===== src/rtl/register_op_sequencer_pkg.sv =====
// Shared encodings and widths for the register op sequencer.
package register_op_sequencer_pkg;

  localparam int unsigned COUNT_W = 3;
  localparam int unsigned DATA_W  = 4;

  typedef enum logic [1:0] {
    OP_HOLD = 2'b00,
    OP_INV  = 2'b01,
    OP_SHR  = 2'b10,
    OP_SHL  = 2'b11
  } op_e;

  typedef enum logic [1:0] {
    ST_IDLE = 2'b00,
    ST_EXEC = 2'b01,
    ST_DONE = 2'b10
  } state_e;

endpackage


===== src/rtl/register_op_sequencer_if.sv =====
// Command / result handshake bundle between a requester and the sequencer.
interface register_op_sequencer_if;
  import register_op_sequencer_pkg::*;

  logic               cmd_valid;
  logic               cmd_ready;
  logic [1:0]         cmd_op;
  logic [COUNT_W-1:0] cmd_count;
  logic [DATA_W-1:0]  cmd_data;
  logic               res_valid;
  logic               res_ready;
  logic [DATA_W-1:0]  res_data;

  // Requester side: issues commands and consumes results.
  modport master (
    output cmd_valid, cmd_op, cmd_count, cmd_data, res_ready,
    input  cmd_ready, res_valid, res_data
  );

  // Sequencer side.
  modport slave (
    input  cmd_valid, cmd_op, cmd_count, cmd_data, res_ready,
    output cmd_ready, res_valid, res_data
  );
endinterface


===== src/rtl/register_op_sequencer_mode_datapath.sv =====
// 4-bit working register with a load port and the per-step op mux.
module mode_datapath
  import register_op_sequencer_pkg::*;
(
  input  logic              CLK,
  input  logic              RESET,
  input  logic              i_load,
  input  logic [DATA_W-1:0] i_load_data,
  input  logic              i_step,
  input  op_e               i_op,
  output logic [DATA_W-1:0] o_reg
);

  logic [DATA_W-1:0] r_reg;
  logic [DATA_W-1:0] w_next;

  // One application of the selected op to the current register value.
  always_comb begin
    w_next = r_reg;
    case (i_op)
      OP_HOLD: w_next = r_reg;
      OP_INV:  w_next = ~r_reg;
      OP_SHR:  w_next = {1'b0, r_reg[DATA_W-1:1]};
      OP_SHL:  w_next = {r_reg[DATA_W-2:0], 1'b0};
      default: w_next = r_reg;
    endcase
  end

  // Load takes priority over stepping; otherwise the value is held.
  always_ff @(posedge CLK or posedge RESET) begin
    if (RESET)       r_reg <= '0;
    else if (i_load) r_reg <= i_load_data;
    else if (i_step) r_reg <= w_next;
  end

  assign o_reg = r_reg;

endmodule


===== src/rtl/register_op_sequencer.sv =====
// Accepts a (op, count, data) command, applies op count times, returns the result.
module register_op_sequencer
  import register_op_sequencer_pkg::*;
(
  input  logic                  CLK,
  input  logic                  RESET,
  register_op_sequencer_if.slave bus,
  output logic                  busy
);

  state_e             r_state;
  state_e             w_next_state;
  logic [COUNT_W-1:0] r_remaining;
  op_e                r_op;
  logic               w_accept;
  logic               w_step;
  logic [DATA_W-1:0]  w_reg;

  // State register.
  always_ff @(posedge CLK or posedge RESET) begin
    if (RESET) r_state <= ST_IDLE;
    else       r_state <= w_next_state;
  end

  // Next-state and per-cycle control; accept depends only on state and cmd_valid.
  always_comb begin
    w_next_state = r_state;
    w_accept     = 1'b0;
    w_step       = 1'b0;
    case (r_state)
      ST_IDLE: begin
        if (bus.cmd_valid) begin
          w_accept     = 1'b1;
          w_next_state = (bus.cmd_count == '0) ? ST_DONE : ST_EXEC;
        end
      end
      ST_EXEC: begin
        w_step = 1'b1;
        if (r_remaining == COUNT_W'(1)) w_next_state = ST_DONE;
      end
      ST_DONE: begin
        if (bus.res_ready) w_next_state = ST_IDLE;
      end
      default: w_next_state = ST_IDLE;
    endcase
  end

  // Op latch and remaining-application counter.
  always_ff @(posedge CLK or posedge RESET) begin
    if (RESET) begin
      r_remaining <= '0;
      r_op        <= OP_HOLD;
    end else if (w_accept) begin
      r_remaining <= bus.cmd_count;
      r_op        <= op_e'(bus.cmd_op);
    end else if (w_step) begin
      r_remaining <= r_remaining - COUNT_W'(1);
    end
  end

  mode_datapath u_datapath (
    .CLK         (CLK),
    .RESET       (RESET),
    .i_load      (w_accept),
    .i_load_data (bus.cmd_data),
    .i_step      (w_step),
    .i_op        (r_op),
    .o_reg       (w_reg)
  );

  assign bus.cmd_ready = (r_state == ST_IDLE);
  assign bus.res_valid = (r_state == ST_DONE);
  assign bus.res_data  = w_reg;
  assign busy          = (r_state != ST_IDLE);

endmodule


===== src/flat_wrapper.sv =====
// flat-port wrapper written by rule: the top's interface ports become plain ports
module register_op_sequencer_flat import register_op_sequencer_pkg::*;
  (CLK, RESET, busy, bus_cmd_valid, bus_cmd_op, bus_cmd_count, bus_cmd_data, bus_res_ready, bus_cmd_ready, bus_res_valid, bus_res_data);
  register_op_sequencer_if bus_i ();
  input  logic CLK;
  input  logic RESET;
  output logic busy;
  input wire logic [$bits(bus_i.cmd_valid)-1:0] bus_cmd_valid;
  input wire logic [$bits(bus_i.cmd_op)-1:0] bus_cmd_op;
  input wire logic [$bits(bus_i.cmd_count)-1:0] bus_cmd_count;
  input wire logic [$bits(bus_i.cmd_data)-1:0] bus_cmd_data;
  input wire logic [$bits(bus_i.res_ready)-1:0] bus_res_ready;
  output wire logic [$bits(bus_i.cmd_ready)-1:0] bus_cmd_ready;
  output wire logic [$bits(bus_i.res_valid)-1:0] bus_res_valid;
  output wire logic [$bits(bus_i.res_data)-1:0] bus_res_data;
  assign bus_i.cmd_valid = bus_cmd_valid;
  assign bus_i.cmd_op = bus_cmd_op;
  assign bus_i.cmd_count = bus_cmd_count;
  assign bus_i.cmd_data = bus_cmd_data;
  assign bus_i.res_ready = bus_res_ready;
  assign bus_cmd_ready = bus_i.cmd_ready;
  assign bus_res_valid = bus_i.res_valid;
  assign bus_res_data = bus_i.res_data;
  register_op_sequencer u_core (.CLK(CLK), .RESET(RESET), .bus(bus_i), .busy(busy));
endmodule

===== config.mk =====
export PLATFORM = sky130hd
export DESIGN_NAME = register_op_sequencer_flat
export DESIGN_NICKNAME = d
export VERILOG_FILES = /design/src/rtl/register_op_sequencer_pkg.sv /design/src/rtl/register_op_sequencer_if.sv /design/src/rtl/register_op_sequencer_mode_datapath.sv /design/src/rtl/register_op_sequencer.sv /design/src/flat_wrapper.sv
export SDC_FILE = /design/constraint.sdc
export NUM_CORES = 1
export LEC_CHECK = 0
export CORE_MARGIN = 1.5
export CORE_UTILIZATION = 40
export CTS_CLUSTER_SIZE = 14
export DETAILED_ROUTE_END_ITERATION = 6
export PLACE_DENSITY = 0.77
export SYNTH_ARGS = -nofsm -noshare
export SYNTH_HDL_FRONTEND = slang
export SYNTH_SLANG_ARGS = --single-unit

===== constraint.sdc =====
create_clock -name CLK -period 1.9 [get_ports CLK]
set_clock_uncertainty 0.15 [all_clocks]
set_input_delay 0.38 -clock CLK [delete_from_list [all_inputs] [get_ports CLK]]
set_output_delay 0.38 -clock CLK [all_outputs]
set_load 0.01 [all_outputs]

==> impl_metrics.csv, run 1 <==
group,metric,value,unit
critical_path,critPathLaunchType,"register",
synth,synthCells,78,
cts,cts-htree-levels,1,
synth,synth_seq_cells,11,
critical_path,crit_buf_inv,1,
cts,cts_inserted_buffers,3,
final_layout,final_common_cell,"clkdlybuf4s50_1",
synth,ys_async_sr_fraction,100,%
timing,setup_viol,0,
timing,post-route-period-util,94.0,%
timing,rsz0062_at_grt,"no",
global_route,grt_usage,16.6,%
route,route.detailed.drc,0,
final_layout,largest_reg_flops,4,
route,first_pass_iters,4,
die,core,1690,um^2
die,dieArea,2030,um^2
route,antenna_left,0,
die,die_w,45.1,um
power_and_ir_drop,power_switching,637,uW
placement,dpl-instance-area,950,um^2
critical_path,path_max_fanout,5,
timing,finalHoldViolCount,0,
placement,dp_hpwl,1210,um
final_layout,multi_input_area,380,um^2
cts,clockRootBuffer,"clkbuf_4",
die,ios,20,
critical_path,path_cells,"clkdlybuf4s50_1",
power_and_ir_drop,swShare,39.7,%
job,maxCapViolCount,0,
global_route,antenna_found_initial,0,
route,vias,671,
die,start_util,41.9,%
placement,io_buffers,19,
synth,yosysUniqueCellTypes,32,
critical_path,worst_setup_path_end_kind,"output port",
hold_path,hold_path.class,"primary input to async pin",
final_layout,antenna-diode-count,0,
critical_path,slowest_stage,"clkdlybuf4s50_1",
power_and_ir_drop,p_clk_share,9.9,%
timing,fmax,0.560,GHz
cts,clk_latency,0.27,ns
synth,synth_largest_area_cell,"dfrtp_1",
global_route,grt_pass1_wl,2450,um
synth,synth_warnings,0,
cts,cts_tree,"built",
power_and_ir_drop,p_int,967,uW
timing,worstMarginPinSlew,0.421,ns
cts,cts.clk_slew.worst_paths,0.07,ns
cts,clock-sinks,11,
timing,slew_viol_final,0,
cts,clockBufferDepth,2,
critical_path,worstPathRequired,1.37,ns
final_layout,areaGrowthSynthToFinish,40.1,%
power_and_ir_drop,ir_drop,664,uV
power_and_ir_drop,leakage,0.000462,uW
synth,synthTopCellsByArea,"dfrtp_1 (39%), nand2_1 (4.2%), o22a_1 (3.7%), ha_1 (3.5%), inv_1 (3.2%)",
final_layout,regArea,277,um^2
timing,slew_headroom,71.9,%
synth,synth_top_area_share,38.9,%
power_and_ir_drop,pwr_density_cell,1620,nW/um^2
final_layout,drive_above_1_share,17.0,%
die,rows,15,
route,wl_per_cell,12.6,um
final_layout,final_cell_mix,"clkdlybuf4s50_1 (16), buf_4 (10), dfrtp_1 (10), nand2_1 (8)",
placement,gp_congestion,0.757,
global_route,overflow,0,
route,drt-met1-wl,686,um
timing,period_needed,1.79,ns
synth,synth_edf_count,0,
final_layout,final_cell_area,992,um^2
synth,syn-num-nets,93,
global_route,grt_max_degree,12,
power_and_ir_drop,pwr-share-comb,59.2,%
die,die_h,45.1,um
synth,ys.flop_type,"dfrtp_1",
placement,dpl_worst_slack,-0.0546,ns
final_layout,nets,122,
route,routed-wl-met2,757,um
run_status,status,"complete, no violations",
route,wl_met3,103,um
critical_path,cp_slowest_stage_delay,0.58,ns
synth,syn_area,708,um^2
critical_path,critPathKind,"register to output port",
route,wl,1560,um
synth,yosysSeqAreaShare,38.9,%
route,drtIter0Drc,13,
route,top_layer,"met4",
critical_path,cp_top_family,"buffers and inverters",
critical_path,crit_arrival,1.26,ns
synth,synth_area_per_cell,9.08,um^2
global_route,grt_pass1_vias,566,
power_and_ir_drop,p_seq_share,30.9,%
route,via_per_inst,5.46,
final_layout,fillCellCount,154,
timing,fin_ws,0.113,ns
[routing by layer]
layer	track usage [%]	vias up
met2	26.0	21
met5	0	-
met4	3.53	0
met3	5.20	2
met1	22.5	314
li1	-	334
[metrics by stage]
step           setup TNS [ns]  std cells  util, %  total power (uW)  hold slack, ns
2_1_floorplan               0         78        -              1110          0.0824
3_3_place_gp         -0.00753        117     56.2              1410           0.348
3_5_place_dp           -0.114        117     56.2              1450           0.364
4_1_cts                     0        122     58.1              1610           0.262
5_1_grt                     0        123     58.7              1740           0.315
6_report                    0        123     58.7              1600           0.247
[final cells by class]
| class | count | area share (%) |
|---|---|---|
| Clock buffer | 4 | 2.65 |
| Inverter | 6 | 2.27 |
| Multi-Input combinational cell | 56 | 38.3 |
| Sequential cell | 11 | 27.9 |
| Tap cell | 17 | 2.14 |
| Timing Repair Buffer | 29 | 26.7 |
[power groups by stage]
stage | registers, uW | clock network (uW) | logic (uW)
2_1_floorplan | 453 | 0 | 654
3_3_place_gp | 510 | 0 | 899
3_5_place_dp | 516 | 0 | 930
4_1_cts | 496 | 169 | 949
5_1_grt | 520 | 176 | 1040
6_report | 495 | 159 | 950
[what timing repair did]
item | 4_1_cts | 5_1_grt
gates resized for setup | 3 | 1
hold buffers | 0 | 0
buffers inserted | 1 | 1
endpoints found under the setup margin | 3 | 1
pin swaps | 0 | 0
[cell usage after synthesis (2+ instances only)]
library cell  instances
o21ai_0               4
inv_1                 6
o22a_1                3
a21oi_1               4
nor3b_1               2
o22ai_1               2
clkbuf_1              3
a211oi_1              2
ha_1                  2
nand2_1               8
nor2_1                6
nor2b_1               3
a211o_1               2
nand2b_1              2
mux2i_1               2
dfrtp_1              11
[final timing paths]
path | start | slack (ns) | cells after the start | to
max | u_core.u_datapath.o_reg[2]$_DFFE_PP0P_ | 0.11 | 1 | bus_res_data[2]
min | RESET | 0.25 | 2 | u_core.u_datapath.o_reg[3]$_DFFE_PP0P_
max reg2reg | u_core.r_state[0]$_DFFE_PP0P_ | 0.20 | 5 | u_core.u_datapath.o_reg[3]$_DFFE_PP0P_
min reg2reg | u_core.r_remaining[1]$_DFFE_PP0P_ | 0.37 | 1 | u_core.r_remaining[1]$_DFFE_PP0P_
max in group asynchronous | RESET | 1.04 | 2 | u_core.r_state[0]$_DFFE_PP0P_
min in group CLK | u_core.r_remaining[1]$_DFFE_PP0P_ | 0.37 | 1 | u_core.r_remaining[1]$_DFFE_PP0P_
[logic make-up (layout without fill, tap and decap cells)]
group / after synthesis / in the layout / share of synthesized area (%)
buffers and inverters: 11 / 39 / 7.42
and+or+nand+nor: 26 / 26 / 19.4
muxes: 2 / 2 / 2.83
DFF: 11 / 11 / 38.9
adders and majority gates: 2 / 2 / 3.53
AOI/OAI and AO/OA: 26 / 26 / 27.9
[worst reg2reg max path, stage by stage (launching register included)]
cell	delay [ns]
dfrtp_2	0.42
buf_4	0.16
buf_4	0.15
nor3b_2	0.35
a311oi_1	0.09
o31ai_1	0.27
(Power assumes the default switching activity.)
==> inputs of run 2 (changes only) <==
Settings changed: MAX_ROUTING_LAYER from default to met4.
==> results of run 2 <==
Same layout as run 1: the final DEF is identical, and so are final timing and power.
Among the figures that moved: final weighted congestion in routability-driven placement 0.757 -> 0.767; overall routing resource usage 16.6% -> 17.1%
==> inputs of run 3 (changes only) <==
Settings changed: CTS_CLUSTER_SIZE 14 to 20.
==> results of run 3 <==
Same layout as run 1: the final DEF is identical, and so are final timing and power.
Among the figures that moved: final weighted congestion in routability-driven placement 0.757 -> 0.767; overall routing resource usage 16.6% -> 17.1%
